==> config.mk <==
export PLATFORM = sky130hd
export DESIGN_NAME = b200_clk_rst_seq_flat
export DESIGN_NICKNAME = d
export VERILOG_FILES = /design/src/rtl/b200_rst_pkg.sv /design/src/rtl/b200_clk_rst_seq_if.sv /design/src/rtl/b200_clk_rst_seq_sync_2ff.sv /design/src/rtl/b200_clk_rst_seq.sv /design/src/flat_wrapper.sv
export SDC_FILE = /design/constraint.sdc
export NUM_CORES = 1
export LEC_CHECK = 0
export ABC_AREA = 1
export CAP_MARGIN = 20
export CORE_ASPECT_RATIO = 1.2
export CORE_MARGIN = 2
export CORE_UTILIZATION = 50
export DETAILED_ROUTE_END_ITERATION = 7
export DONT_BUFFER_PORTS = 1
export GPL_TIMING_DRIVEN = 0
export PLACE_DENSITY = 0.68
export SYNTH_ARGS = -nofsm -noshare
export SYNTH_HDL_FRONTEND = slang
export SYNTH_SLANG_ARGS = --single-unit
==> constraint.sdc <==
create_clock -name bus_clk -period 2.8 [get_ports bus_clk]
set_input_delay 0 -clock bus_clk [delete_from_list [all_inputs] [get_ports bus_clk]]
set_output_delay 0 -clock bus_clk [all_outputs]
set_load 0.005 [all_outputs]
==> src/rtl/b200_rst_pkg.sv <==
// b200_rst_pkg: shared types and constants for the bus_clk reset sequencer.
//   seq_state_e   - sequencer state encoding, also exported on seq_state
//   seq_outs_t    - bundle of the five registered reset/ready outputs
//   seq_outs()    - output values that belong to a given state
//   seq_next_st() - next release stage after a stage gap expires
package b200_rst_pkg;

  localparam int STAGE_CNT_W = 16;
  localparam int LOSS_CNT_W  = 8;

  // Encoding 7 is named only so it can be handled explicitly; it is never
  // entered on purpose and recovers to WAIT_LOCK.
  typedef enum logic [2:0] {
    SEQ_WAIT_LOCK = 3'd0,
    SEQ_HOLDOFF   = 3'd1,
    SEQ_REL_CODEC = 3'd2,
    SEQ_REL_GPIF  = 3'd3,
    SEQ_REL_BUS   = 3'd4,
    SEQ_REL_RADIO = 3'd5,
    SEQ_RUN       = 3'd6,
    SEQ_ILLEGAL   = 3'd7
  } seq_state_e;

  typedef struct packed {
    logic codec_reset_n;
    logic gpif_rst_req;
    logic bus_rst_req;
    logic radio_rst_req;
    logic clocks_ready;
  } seq_outs_t;

  localparam seq_outs_t SEQ_OUTS_RESET = '{
    codec_reset_n: 1'b0, gpif_rst_req: 1'b1, bus_rst_req: 1'b1,
    radio_rst_req: 1'b1, clocks_ready: 1'b0};

  // Each stage keeps every release made by the stages before it.
  function automatic seq_outs_t seq_outs(input seq_state_e s);
    seq_outs_t o;
    o = SEQ_OUTS_RESET;
    o.codec_reset_n = s inside {SEQ_REL_CODEC, SEQ_REL_GPIF, SEQ_REL_BUS, SEQ_REL_RADIO, SEQ_RUN};
    o.gpif_rst_req  = !(s inside {SEQ_REL_GPIF, SEQ_REL_BUS, SEQ_REL_RADIO, SEQ_RUN});
    o.bus_rst_req   = !(s inside {SEQ_REL_BUS, SEQ_REL_RADIO, SEQ_RUN});
    o.radio_rst_req = !(s inside {SEQ_REL_RADIO, SEQ_RUN});
    o.clocks_ready  = (s == SEQ_RUN);
    return o;
  endfunction

  function automatic seq_state_e seq_next_st(input seq_state_e s);
    case (s)
      SEQ_REL_CODEC: return SEQ_REL_GPIF;
      SEQ_REL_GPIF:  return SEQ_REL_BUS;
      SEQ_REL_BUS:   return SEQ_REL_RADIO;
      SEQ_REL_RADIO: return SEQ_RUN;
      default:       return SEQ_WAIT_LOCK;
    endcase
  endfunction

endpackage

==> src/rtl/b200_clk_rst_seq_if.sv <==
// b200_clk_rst_seq_if: signal bundle between the reset sequencer and its
// surroundings.
//   locked, soft_reseq          - inputs to the sequencer (async / level)
//   codec_reset_n, *_rst_req    - staged reset outputs
//   clocks_ready                - all stages released
//   seq_state, lock_loss_cnt    - readback for rb_misc
// modport master: the sequencer side; modport slave: the consumer side.
interface b200_clk_rst_seq_if;
  import b200_rst_pkg::*;

  logic                  locked;
  logic                  soft_reseq;
  logic                  codec_reset_n;
  logic                  gpif_rst_req;
  logic                  bus_rst_req;
  logic                  radio_rst_req;
  logic                  clocks_ready;
  logic [2:0]            seq_state;
  logic [LOSS_CNT_W-1:0] lock_loss_cnt;

  modport master (
    input  locked, soft_reseq,
    output codec_reset_n, gpif_rst_req, bus_rst_req, radio_rst_req,
           clocks_ready, seq_state, lock_loss_cnt
  );

  modport slave (
    output locked, soft_reseq,
    input  codec_reset_n, gpif_rst_req, bus_rst_req, radio_rst_req,
           clocks_ready, seq_state, lock_loss_cnt
  );
endinterface

==> src/rtl/b200_clk_rst_seq_sync_2ff.sv <==
// sync_2ff: two-flop synchronizer for signals asynchronous to clk.
//   clk - destination clock
//   clr - asynchronous active-high clear of both stages
//   d   - asynchronous input (W bits, each bit synchronized independently)
//   q   - synchronized output, two clk edges behind d
module sync_2ff #(
  parameter int W = 1
) (
  input  logic         clk,
  input  logic         clr,
  input  logic [W-1:0] d,
  output logic [W-1:0] q
);

  logic [W-1:0] meta_reg;

  always_ff @(posedge clk or posedge clr) begin
    if (clr) begin
      meta_reg <= '0;
      q        <= '0;
    end else begin
      meta_reg <= d;
      q        <= meta_reg;
    end
  end

endmodule

==> src/rtl/b200_clk_rst_seq.sv <==
// b200_clk_rst_seq: staged reset release after MMCM lock.
//   bus_clk      - sequencer clock
//   reset_global - asynchronous active-high global reset
//   bus          - b200_clk_rst_seq_if.master (locked/soft_reseq in, staged
//                  resets, clocks_ready, seq_state and lock_loss_cnt out)
// Order of release: codec, gpif, bus, radio, then clocks_ready. A filtered
// lock loss or a soft_reseq rising edge drops everything back to WAIT_LOCK.
module b200_clk_rst_seq
  import b200_rst_pkg::*;
#(
  parameter int HOLDOFF_W   = 16,
  parameter int STAGE_GAP   = 256,
  parameter int GLITCH_FILT = 4
) (
  input logic                 bus_clk,
  input logic                 reset_global,
  b200_clk_rst_seq_if.master  bus
);

  localparam int LOW_W = 4;

  logic                   lk_s;
  logic                   reseq_s;
  logic                   reseq_prev_reg;
  logic                   reseq_rise;
  logic [LOW_W-1:0]       low_cnt_reg;
  logic                   lock_loss;
  seq_state_e             state_reg;
  seq_outs_t              outs_reg;
  logic [HOLDOFF_W-1:0]   hold_cnt_reg;
  logic [STAGE_CNT_W-1:0] stage_cnt_reg;
  logic [LOSS_CNT_W-1:0]  loss_cnt_reg;

  sync_2ff #(.W(1)) u_sync_locked (
    .clk (bus_clk), .clr (reset_global), .d (bus.locked), .q (lk_s)
  );

  sync_2ff #(.W(1)) u_sync_reseq (
    .clk (bus_clk), .clr (reset_global), .d (bus.soft_reseq), .q (reseq_s)
  );

  // Glitch filter: run length of synchronized-low cycles, saturating.
  always_ff @(posedge bus_clk or posedge reset_global) begin
    if (reset_global) begin
      low_cnt_reg    <= '0;
      reseq_prev_reg <= 1'b0;
    end else begin
      reseq_prev_reg <= reseq_s;
      if (lk_s)
        low_cnt_reg <= '0;
      else if (low_cnt_reg != LOW_W'(GLITCH_FILT))
        low_cnt_reg <= low_cnt_reg + 1'b1;
    end
  end

  assign reseq_rise = reseq_s && !reseq_prev_reg;
  // Loss fires on the edge where the run length reaches GLITCH_FILT.
  assign lock_loss  = !lk_s && (low_cnt_reg == LOW_W'(GLITCH_FILT - 1)) &&
                      (state_reg != SEQ_WAIT_LOCK);

  always_ff @(posedge bus_clk or posedge reset_global) begin
    if (reset_global) begin
      state_reg     <= SEQ_WAIT_LOCK;
      outs_reg      <= SEQ_OUTS_RESET;
      hold_cnt_reg  <= '0;
      stage_cnt_reg <= '0;
      loss_cnt_reg  <= '0;
    end else if (lock_loss || (reseq_rise && state_reg != SEQ_WAIT_LOCK)) begin
      state_reg     <= SEQ_WAIT_LOCK;
      outs_reg      <= SEQ_OUTS_RESET;
      hold_cnt_reg  <= '0;
      stage_cnt_reg <= '0;
      // A simultaneous soft request still counts only as the single loss.
      if (lock_loss && loss_cnt_reg != '1)
        loss_cnt_reg <= loss_cnt_reg + 1'b1;
    end else begin
      case (state_reg)
        SEQ_WAIT_LOCK: begin
          hold_cnt_reg  <= '0;
          stage_cnt_reg <= '0;
          if (lk_s) begin
            state_reg <= SEQ_HOLDOFF;
            outs_reg  <= seq_outs(SEQ_HOLDOFF);
          end
        end
        SEQ_HOLDOFF: begin
          if (&hold_cnt_reg) begin
            hold_cnt_reg <= '0;
            state_reg    <= SEQ_REL_CODEC;
            outs_reg     <= seq_outs(SEQ_REL_CODEC);
          end else begin
            hold_cnt_reg <= hold_cnt_reg + 1'b1;
          end
        end
        SEQ_REL_CODEC, SEQ_REL_GPIF, SEQ_REL_BUS, SEQ_REL_RADIO: begin
          if (stage_cnt_reg == STAGE_CNT_W'(STAGE_GAP - 1)) begin
            stage_cnt_reg <= '0;
            state_reg     <= seq_next_st(state_reg);
            outs_reg      <= seq_outs(seq_next_st(state_reg));
          end else begin
            stage_cnt_reg <= stage_cnt_reg + 1'b1;
          end
        end
        SEQ_RUN: begin
          stage_cnt_reg <= '0;
        end
        default: begin
          state_reg     <= SEQ_WAIT_LOCK;
          outs_reg      <= SEQ_OUTS_RESET;
          hold_cnt_reg  <= '0;
          stage_cnt_reg <= '0;
        end
      endcase
    end
  end

  assign bus.codec_reset_n = outs_reg.codec_reset_n;
  assign bus.gpif_rst_req  = outs_reg.gpif_rst_req;
  assign bus.bus_rst_req   = outs_reg.bus_rst_req;
  assign bus.radio_rst_req = outs_reg.radio_rst_req;
  assign bus.clocks_ready  = outs_reg.clocks_ready;
  assign bus.seq_state     = state_reg;
  assign bus.lock_loss_cnt = loss_cnt_reg;

endmodule

==> src/flat_wrapper.sv <==
// flat-port wrapper written by rule: the top's interface ports become plain ports
module b200_clk_rst_seq_flat import b200_rst_pkg::*;
#(
  parameter int HOLDOFF_W   = 16,
  parameter int STAGE_GAP   = 256,
  parameter int GLITCH_FILT = 4
)
  (bus_clk, reset_global, bus_locked, bus_soft_reseq, bus_codec_reset_n, bus_gpif_rst_req, bus_bus_rst_req, bus_radio_rst_req, bus_clocks_ready, bus_seq_state, bus_lock_loss_cnt);
  b200_clk_rst_seq_if bus_i ();
  input logic bus_clk;
  input logic reset_global;
  input wire logic [$bits(bus_i.locked)-1:0] bus_locked;
  input wire logic [$bits(bus_i.soft_reseq)-1:0] bus_soft_reseq;
  output wire logic [$bits(bus_i.codec_reset_n)-1:0] bus_codec_reset_n;
  output wire logic [$bits(bus_i.gpif_rst_req)-1:0] bus_gpif_rst_req;
  output wire logic [$bits(bus_i.bus_rst_req)-1:0] bus_bus_rst_req;
  output wire logic [$bits(bus_i.radio_rst_req)-1:0] bus_radio_rst_req;
  output wire logic [$bits(bus_i.clocks_ready)-1:0] bus_clocks_ready;
  output wire logic [$bits(bus_i.seq_state)-1:0] bus_seq_state;
  output wire logic [$bits(bus_i.lock_loss_cnt)-1:0] bus_lock_loss_cnt;
  assign bus_i.locked = bus_locked;
  assign bus_i.soft_reseq = bus_soft_reseq;
  assign bus_codec_reset_n = bus_i.codec_reset_n;
  assign bus_gpif_rst_req = bus_i.gpif_rst_req;
  assign bus_bus_rst_req = bus_i.bus_rst_req;
  assign bus_radio_rst_req = bus_i.radio_rst_req;
  assign bus_clocks_ready = bus_i.clocks_ready;
  assign bus_seq_state = bus_i.seq_state;
  assign bus_lock_loss_cnt = bus_i.lock_loss_cnt;
  b200_clk_rst_seq #(.HOLDOFF_W(HOLDOFF_W), .STAGE_GAP(STAGE_GAP), .GLITCH_FILT(GLITCH_FILT)) u_core (.bus_clk(bus_clk), .reset_global(reset_global), .bus(bus_i));
endmodule
==> results of run 1 <==
-- power groups by stage --
stage	logic [mW]	registers, mW	clock network, mW
after detailed placement	0.805	1.10	0
final	0.804	1.08	0.775
after global placement	0.775	1.09	0
after floorplan	0.619	1.06	0
after global routing	0.918	1.10	0.824
after CTS	0.811	1.08	0.795
-- final timing paths --
path	from	endpoint
min in group bus_clk	bus_soft_reseq	u_core.u_sync_reseq.meta_reg
max in group asynchronous	reset_global	u_core.bus.gpif_rst_req
setup reg to reg	u_core.stage_cnt_reg[0]	u_core.stage_cnt_reg[2]
hold reg to reg	u_core.u_sync_locked.meta_reg	u_core.u_sync_locked.q
setup / recovery	u_core.stage_cnt_reg[0]	u_core.stage_cnt_reg[2]
hold / removal	reset_global	u_core.bus.lock_loss_cnt[2]
-- area by class of cell --
class                   count  share of cell area, %
multi-input cells         323                  44.43
flip-flops and latches     57                  39.06
inverters                  53                  5.434
clock buffers              13                  4.340
well taps                  85                  2.905
repair buffers              4                  1.367
plain buffers               5                  1.367
clock inverters             3                  1.094
-- metrics by stage --
step	hold slack, ns	utilization [%]	setup WS [ns]
after floorplan	0.03143	-	1.260
after global placement	0.03152	53.26	0.7590
after detailed placement	-0.07102	53.57	0.9756
after CTS	0.1438	57.15	0.9511
after global routing	0.1975	57.15	0.7923
final	0.1483	57.15	0.9592
-- routing by layer --
layer	wire (um)	up-vias
met2	3485	52
met4	157	0
met1	3155	1352
met5	0	-
met3	274	15
li1	-	1450
-- what timing repair did --
action                     4_1_cts  5_1_grt
setup endpoints to repair        0        0
gates resized for setup          0        0
hold buffers                     3        0
hold endpoints to repair        57        0
-- cells by family after synthesis --
family	share of synthesized area (%)
flip-flops	43.26
XOR/XNOR	4.239
buffers and inverters	7.532
adder cells (fa/ha/maj)	1.893
AO/OA/AOI/OAI	4.239
AND/OR/NAND/NOR	38.83
-- worst max-delay path, delay by kind of cell (launching register included) --
family          cells  cell delay, ns
simple gates        5            0.84
flops               1            0.47
fa+ha+maj           1            0.24
buf+inv             1            0.12
compound gates      1            0.05
-- cell usage in the layout, fill, tap and decap left out, types with 3 or more instances in the layout --
cell type	Yosys	routed
dfrtp_1	54	54
nand3_1	34	34
xor2_1	13	13
nor2_2	3	3
dfstp_2	3	3
nand4_1	34	34
o21ai_0	15	15
inv_1	51	50
nand2_1	136	136
dlygate4sd3_1	0	3
a21oi_1	5	5
nor2_1	54	54
xnor2_1	3	3
nand2_2	6	6
inv_2	2	3
clkbuf_8	0	11
buf_6	4	4
ha_1	5	5
==> impl_metrics.toml, run 1 <==
[run_status]
status = "completed"

[routing]
drtAntennaViolNets = 0
wl_um = 7071
num_vias = 2869
drc = 0
wl_per_cell_um = 13.02
detail_route.iter0.violations = 226
vias_per_cell = 5.284
dr.pass1.iters = 5

[cts]
cts_tree = "built"
cts-root-buf = "clkbuf_8"
cts.path.max_buffers = 2
clkSinkCount = 57
clkTransAtPathRegs_ns = 0.06
cts_setup_buffers = 0
htree_num_levels = 3
cts_buffers = 9
clkLatencyLatePin_ns = 0.34

[sta]
maxSlewHeadroom_pct = 68.04
finalClockSkew_ns = 0.01241
tightest_slew_ns = 0.4788
finalHoldViolCount = 0
setup_viol = 0
fin_crit_sh_pct = 65.74
fin_tns_setup_ns = 0
rsz0062_at_grt = "no"
period_minus_slack_ns = 1.841
slew_viol_final = 0
max_freq_mhz = 543.2

[final_layout]
syn_to_final_growth_pct = 10.75
layout-drive-gt1-share_pct = 9.607
multi_input_area_mm2 = 0.001627
seq_area_mm2 = 0.001430
nets = 462
antenna_cells = 0
final_cells = 543
n_fill_cell = 600
post-route-cell-area_mm2 = 0.003661

[power_and_ir_drop]
total_leakage_power_nw = 1.819
power.clock.fraction_pct = 29.1
finalPower_mw = 2.663
comb_power_share_pct = 30.2
ir_drop_mv = 0.5048
p_int_mw = 1.660
netSwitchingPower_mw = 1.003
netSwitchingFraction_pct = 37.67
p_seq_share_pct = 40.7
cellPowerDensity_mw_per_mm2 = 727.5

[grt]
grt_util_met3_pct = 5.405
grt_use_met2_pct = 35.78
grt_pass1_vias = 2772
grt-busiest-layer = "met2"
grt_use_total_pct = 21.35
grt_first_pass_wirelength_um = 12190
antenna_found_initial = 0
grt_max_degree = 37
overflow = 0
use_met1_pct = 25.71

[synth]
yosysSeqAreaShare_pct = 43.26
synth_nets = 447
synth_cells = 438
async_flop_share_pct = 100.0
netlist_area_mm2 = 0.003306
ys.flop_type = "dfrtp_1"
synth_top_area_share_pct = 40.88
synth_common_cells = "136 x nand2_1, 54 x dfrtp_1, 54 x nor2_1"
synth_edf_count = 0
synth_cell_types = 28
synth_area_leaders = "dfrtp_1 41%, nand2_1 15%, nand4_1 6.4%"
yosysMostFrequentCell = "nand2_1"
synth_warnings = 0
synth_top_cell_by_area = "dfrtp_1"
ys_seq_elements = 57
synth_area_per_cell_um2 = 7.547

[worst_setup_path]
ff2ff_setup_slack_ns = 0.96
cpMostUsedCell = "nand2_2"
critPathMaxFanout = 8
cp_slowest_cell = "dfrtp_1"
arrival_ns = 2.06
cpPeakStageDelay_ns = 0.47
crit_required_ns = 3.02
reg2regPathDepth = 8
crit_chain = "ha_1 > nand3_1 > nor3_4 > nand2_2 > nand2_2 > nand2_1 > inv_1 > a21oi_1"
critPathCaptureType = "flop"
cp-start-kind = "flop"
worstSetupPathType = "flop to flop"

[die]
die_w_um = 78.23
die_area_mm2 = 0.007280
boundaryPins = 20
placementRows = 32
die_h_um = 93.07
start_util_pct = 51.60
core_area_mm2 = 0.006406

[placed_design]
gp_congestion = 0.8586
placed_area_mm2 = 0.003432
port_buffers = 0
detailed_place_hpwl_um = 5031
dp.cells = 524

[flow_run]
drv_cap = 0

[hold_path]
hp-class = "input port to asynchronous set/reset pin"
Note: power is estimated with default switching activity, not from simulation.
==> run 2, diff against run 1 <==
Clock period 2.8 ns to 1.85 ns, I/O delays scaled along.
==> impl_metrics.toml, run 2 (synthesis results as in run 1) <==
[sta]
max_freq_mhz = 581.3
fin_tns_setup_ns = 0
tightest_slew_ns = 0.4784
fin_ws_ns = 0.1298
slew_viol_final = 0
rsz0062_at_grt = "yes"
fin_crit_sh_pct = 92.99
period_minus_slack_ns = 1.720
finalClockSkew_ns = 0.01223
setup_viol = 0
maxSlewHeadroom_pct = 68.06
finalHoldViolCount = 0

[final_layout]
antenna_cells = 0
seq_area_mm2 = 0.001431
layout_common_cells = "136 x nand2_1, 53 x nor2_1, 53 x dfrtp_1"
nets = 465
syn_to_final_growth_pct = 11.77
mostFrequentLayoutCell = "nand2_1"
layout-drive-gt1-share_pct = 11.06
multi_input_area_mm2 = 0.001634
n_fill_cell = 600

[routing]
wl_um = 7113
dr.pass1.iters = 4
wl_per_cell_um = 13.03
drc = 0
drtAntennaViolNets = 0
num_vias = 2895
vias_per_cell = 5.302
detail_route.iter0.violations = 259

[worst_setup_path]
r2r_end = "u_core.stage_cnt_reg[2]"
critPathCaptureType = "flop"
arrival_ns = 1.94
critPathMaxFanout = 8
r2r_start = "u_core.stage_cnt_reg[0]"
reg2regPathDepth = 8
cp-start-kind = "flop"
ff2ff_setup_slack_ns = 0.13
crit_required_ns = 2.07
worstSetupPathType = "flop to flop"

[die]
boundaryPins = 20
core_area_mm2 = 0.006406
die_area_mm2 = 0.007280
placementRows = 32
die_h_um = 93.07
die_w_um = 78.23
start_util_pct = 51.60

[power_and_ir_drop]
cellPowerDensity_mw_per_mm2 = 1099
total_leakage_power_nw = 1.835
ir_drop_mv = 0.7594

[flow_run]
drv_cap = 0

[placed_design]
port_buffers = 0
detailed_place_hpwl_um = 5031
gp_congestion = 0.8586
place_ws_ns = 0.02564

[grt]
antenna_found_initial = 0
grt_use_total_pct = 21.35
grt_max_degree = 37
grt_first_pass_wirelength_um = 12190
grt_pass1_vias = 2772
overflow = 0

[hold_path]
hp-class = "input port to asynchronous set/reset pin"

[cts]
cts.path.max_buffers = 2
clkTransAtPathRegs_ns = 0.06
clkSinkCount = 57
htree_num_levels = 3
clkLatencyLatePin_ns = 0.33
cts_tree = "built"
cts-root-buf = "clkbuf_8"
cts_buffers = 9

[run_status]
status = "completed"
run 2: cell types whose count changed in the layout (fill, tap and decap cells not counted):
| cell | change |
|---|---|
| nor2_2 | +1 |
| nand3_1 | -1 |
| dfrtp_2 | +1 |
| inv_1 | -1 |
| nor2_1 | -1 |
| inv_2 | +1 |
| clkbuf_4 | +1 |
| buf_2 | -1 |
| nand3_2 | +1 |
| buf_4 | +3 |
| dfrtp_1 | -1 |
run 2: cell type report:
cell class              instances  share of cell area (%)
clock buffers                  13                   4.301
repair buffers                  7                   1.964
well taps                      85                   2.878
multi-input cells             323                   44.23
inverters                      53                   5.384
flip-flops and latches         57                   38.74
plain buffers                   5                   1.422
clock inverters                 3                   1.084
run 2: power breakdown:
| part | leakage, nW | switching [mW] | total [mW] | internal [mW] |
|---|---|---|---|---|
| clock | 0.103 | 0.476 | 1.17 | 0.692 |
| combinational | 0.971 | 0.840 | 1.25 | 0.410 |
| sequential | 0.760 | 0.205 | 1.64 | 1.44 |
run 2: through the flow:
stage | utilization (%) | std cells | area [um2] | hold slack (ns) | power [mW]
floorplan | - | 438 | 3306 | 0.03143 | 2.544
global placement | 53.26 | 523 | 3412 | 0.03152 | 2.827
detailed placement | 53.57 | 524 | 3432 | -0.07102 | 2.880
CTS | 57.15 | 543 | 3661 | 0.1438 | 4.070
global route | 57.68 | 546 | 3695 | 0.1975 | 4.344
finish | 57.68 | 546 | 3695 | 0.1522 | 4.061
run 2: repair_timing:
action	CTS	global route
hold endpoints to repair	57	0
setup buffers	0	3
setup endpoints to repair	0	20
hold buffers	3	0
gates resized for setup	0	5
run 2: worst max-delay path by stage:
stage	startpoint	end	slack (ns)
finish	u_core.stage_cnt_reg[0]	u_core.stage_cnt_reg[2]	0.13
global route	u_core.low_cnt_reg[0]	u_core.hold_cnt_reg[3]	-0.02
CTS	u_core.stage_cnt_reg[0]	u_core.bus.gpif_rst_req	0.001
detailed placement	u_core.stage_cnt_reg[0]	u_core.bus.gpif_rst_req	0.03
global placement	reset_global	u_core.hold_cnt_reg[3]	-0.19
floorplan	u_core.stage_cnt_reg[0]	u_core.stage_cnt_reg[1]	0.31
run 2: routing by layer:
metal	track usage (%)	vias to the layer above	part of all wire, %
met5	0	-	0
met4	10.09	0	2.3
met3	5.405	15	4.1
met2	35.78	71	49
met1	25.71	1353	44
li1	-	1456	-
run 2: worst max-delay path, stage by stage, from the launching register on:
cell	delay, ns
dfrtp_2	0.43
ha_1	0.24
nand3_2	0.15
nor3_4	0.27
nand2_2	0.10
nand2_2	0.13
nand2_1	0.12
inv_1	0.12
a21oi_1	0.05
==> run 3, diff against run 2 <==
Settings changed: SLEW_MARGIN set to 20, SYNTH_HIERARCHICAL set to 1.
==> impl_metrics.toml, run 3 <==
[placed_design]
detailed_place_hpwl_um = 5040
placed_area_mm2 = 0.003460
gp_congestion = 0.8673
port_buffers = 0

[grt]
antenna_found_initial = 0
grt_first_pass_wirelength_um = 12890
grt-busiest-layer = "met2"
grt_use_total_pct = 22.25
use_met1_pct = 29.23
grt_use_met2_pct = 35.26
grt_util_met3_pct = 5.865
grt_max_degree = 54
grt_pass1_vias = 2832
overflow = 0

[die]
die_area_mm2 = 0.007375
die_w_um = 78.73
die_h_um = 93.68
boundaryPins = 20
start_util_pct = 51.98
placementRows = 32
core_area_mm2 = 0.006446

[routing]
drc = 0
num_vias = 2946
detail_route.iter0.violations = 203
dr.pass1.iters = 5
drtAntennaViolNets = 0
vias_per_cell = 5.289
wl_um = 7233
wl_per_cell_um = 12.99

[flow_run]
drv_cap = 0

[sta]
setup_viol = 0
maxSlewHeadroom_pct = 56.26
tightest_slew_ns = 0.6561
period_minus_slack_ns = 1.734
finalHoldViolCount = 0
finalClockSkew_ns = 0.005331
fin_crit_sh_pct = 93.73
max_freq_mhz = 576.7
rsz0062_at_grt = "no"
whs_ns = 0.03513
slew_viol_final = 0

[final_layout]
syn_to_final_growth_pct = 11.09
layout_common_cells = "133 x nand2_1, 57 x inv_1, 54 x dfrtp_1"
layout-drive-gt1-share_pct = 12.29
nets = 477
post-route-cell-area_mm2 = 0.003722
mostFrequentLayoutCell = "nand2_1"
antenna_cells = 0

[cts]
clkLatencyLatePin_ns = 0.34
cts-root-buf = "clkbuf_8"
cts_tree = "built"
cts_buffers = 9
htree_num_levels = 3
cts.path.max_buffers = 2
clkTransAtPathRegs_ns = 0.07
clkSinkCount = 57

[worst_setup_path]
worstSetupPathType = "flop to flop"
critPathCapture = "u_core/hold_cnt_reg[13]"
r2r_end = "u_core/hold_cnt_reg[13]"
critPathCaptureType = "flop"
cp_slowest_cell = "dfrtp_1"
critPathLaunch = "u_core/hold_cnt_reg[1]"
crit_chain = "ha_2 > nand3_2 > inv_2 > nand2_4 > nor2_4 > nand2_2 > nand2_2 > buf_6 > inv_4 > nor2_4 > nor2_1"
ff2ff_setup_slack_ns = 0.12
critPathMaxFanout = 10
crit_required_ns = 2.08
arrival_ns = 1.96
cpPeakStageDelay_ns = 0.39
r2r_start = "u_core/hold_cnt_reg[1]"
cp-start-kind = "flop"
reg2regPathDepth = 11

[synth]
ys.flop_type = "dfrtp_1"
synth_edf_count = 0
synth_warnings = 6
synth_top_cell_by_area = "dfrtp_1"
yosysMostFrequentCell = "nand2_1"
synth_nets = 460
synth_top_area_share_pct = 40.33
synth_cells = 451
synth_cell_types = 34
async_flop_share_pct = 100.0
yosysSeqAreaShare_pct = 42.68
synth_area_per_cell_um2 = 7.430
synth_common_cells = "133 x nand2_1, 58 x inv_1, 54 x dfrtp_1"
netlist_area_mm2 = 0.003351
synth_area_leaders = "dfrtp_1 40%, nand2_1 15%, inv_1 6.5%"
ys_seq_elements = 57

[power_and_ir_drop]
power.clock.fraction_pct = 27.8
ir_drop_mv = 0.8996
netSwitchingPower_mw = 1.561
total_leakage_power_nw = 1.828
cellPowerDensity_mw_per_mm2 = 1082
comb_power_share_pct = 33.0
p_seq_share_pct = 39.2
netSwitchingFraction_pct = 38.75
p_int_mw = 2.468

[run_status]
status = "completed"

[hold_path]
hp-class = "input port to asynchronous set/reset pin"
[run 3: layout make-up]
class / count / area (um2)
buffer: 7 / 55.05
inverter: 65 / 254.0
fill: 607 / 2724
clock buffer: 10 / 127.6
sequential: 57 / 1430
timing repair buffer: 6 / 52.55
multi-input combinational: 322 / 1639
tap: 85 / 106.4
clock inverter: 5 / 57.56
[run 3: critical path: cells and delay by family (launching register included)]
kind          cells  cell delay, ns
simple gates      7            0.68
flops             1            0.39
buf+inv           3            0.30
fa+ha+maj         1            0.24
[run 3: power by group through the flow]
stage	logic, mW	registers, mW	clock network, mW
2_1_floorplan	0.988	1.57	0
3_3_place_gp	1.24	1.61	0
3_5_place_dp	1.26	1.61	0
4_1_cts	1.27	1.59	1.14
5_1_grt	1.50	1.61	1.21
6_report	1.33	1.58	1.12
[run 3: how the worst min path moves through the flow]
stage	endpoint	slack, ns	depth (start not counted)	from
detailed placement	u_core/u_sync_locked/meta_reg	-0.25	1	reset_global
CTS	u_core/u_sync_locked/q	0.02	2	reset_global
global route	u_core/u_sync_locked/q	0.05	2	reset_global
finish	u_core/u_sync_locked/meta_reg	0.04	2	reset_global
global placement	u_core/u_sync_reseq/meta_reg	-0.25	1	reset_global
floorplan	u_core/u_sync_locked/meta_reg	-0.26	1	reset_global
[run 3: per-layer routing]
layer	wire length, um	share of wire, %	vias to the layer above
li1	-	-	1486
met1	3370	47	1400
met2	3468	48	52
met3	286	4.0	8
met4	108	1.5	0
met5	0	0	-
[run 3: what timing repair did]
action	4_1_cts	5_1_grt
hold buffers	3	0
setup endpoints to repair	0	24
resized for setup	0	7
setup buffers	0	3
hold endpoints to repair	56	0
[run 3: metrics by stage]
stage                     setup WS (ns)  instances  power [mW]  setup TNS, ns  utilization [%]
final                            0.1159        557       4.029              0            57.74
after global routing           0.002635        557       4.313              0            57.74
after CTS                       0.06533        554       4.004              0            57.01
after detailed placement        0.05021        536       2.868              0            53.67
after global placement         -0.07057        536       2.848         -3.340            53.63
after floorplan                  0.3413        451       2.557              0                -
[run 3: logic make-up (layout without fill, tap and decap cells)]
logic type                 Yosys count  after routing  share of synthesized area [%]
AOI/OAI and AO/OA                   29             29                          4.743
adders and majority gates            5              5                          1.867
xor gates and xnor gates            15             15                          3.921
buffers and inverters               72             93                          9.074
DFF                                 57             57                          42.68
and+or+nand+nor                    273            273                          37.71
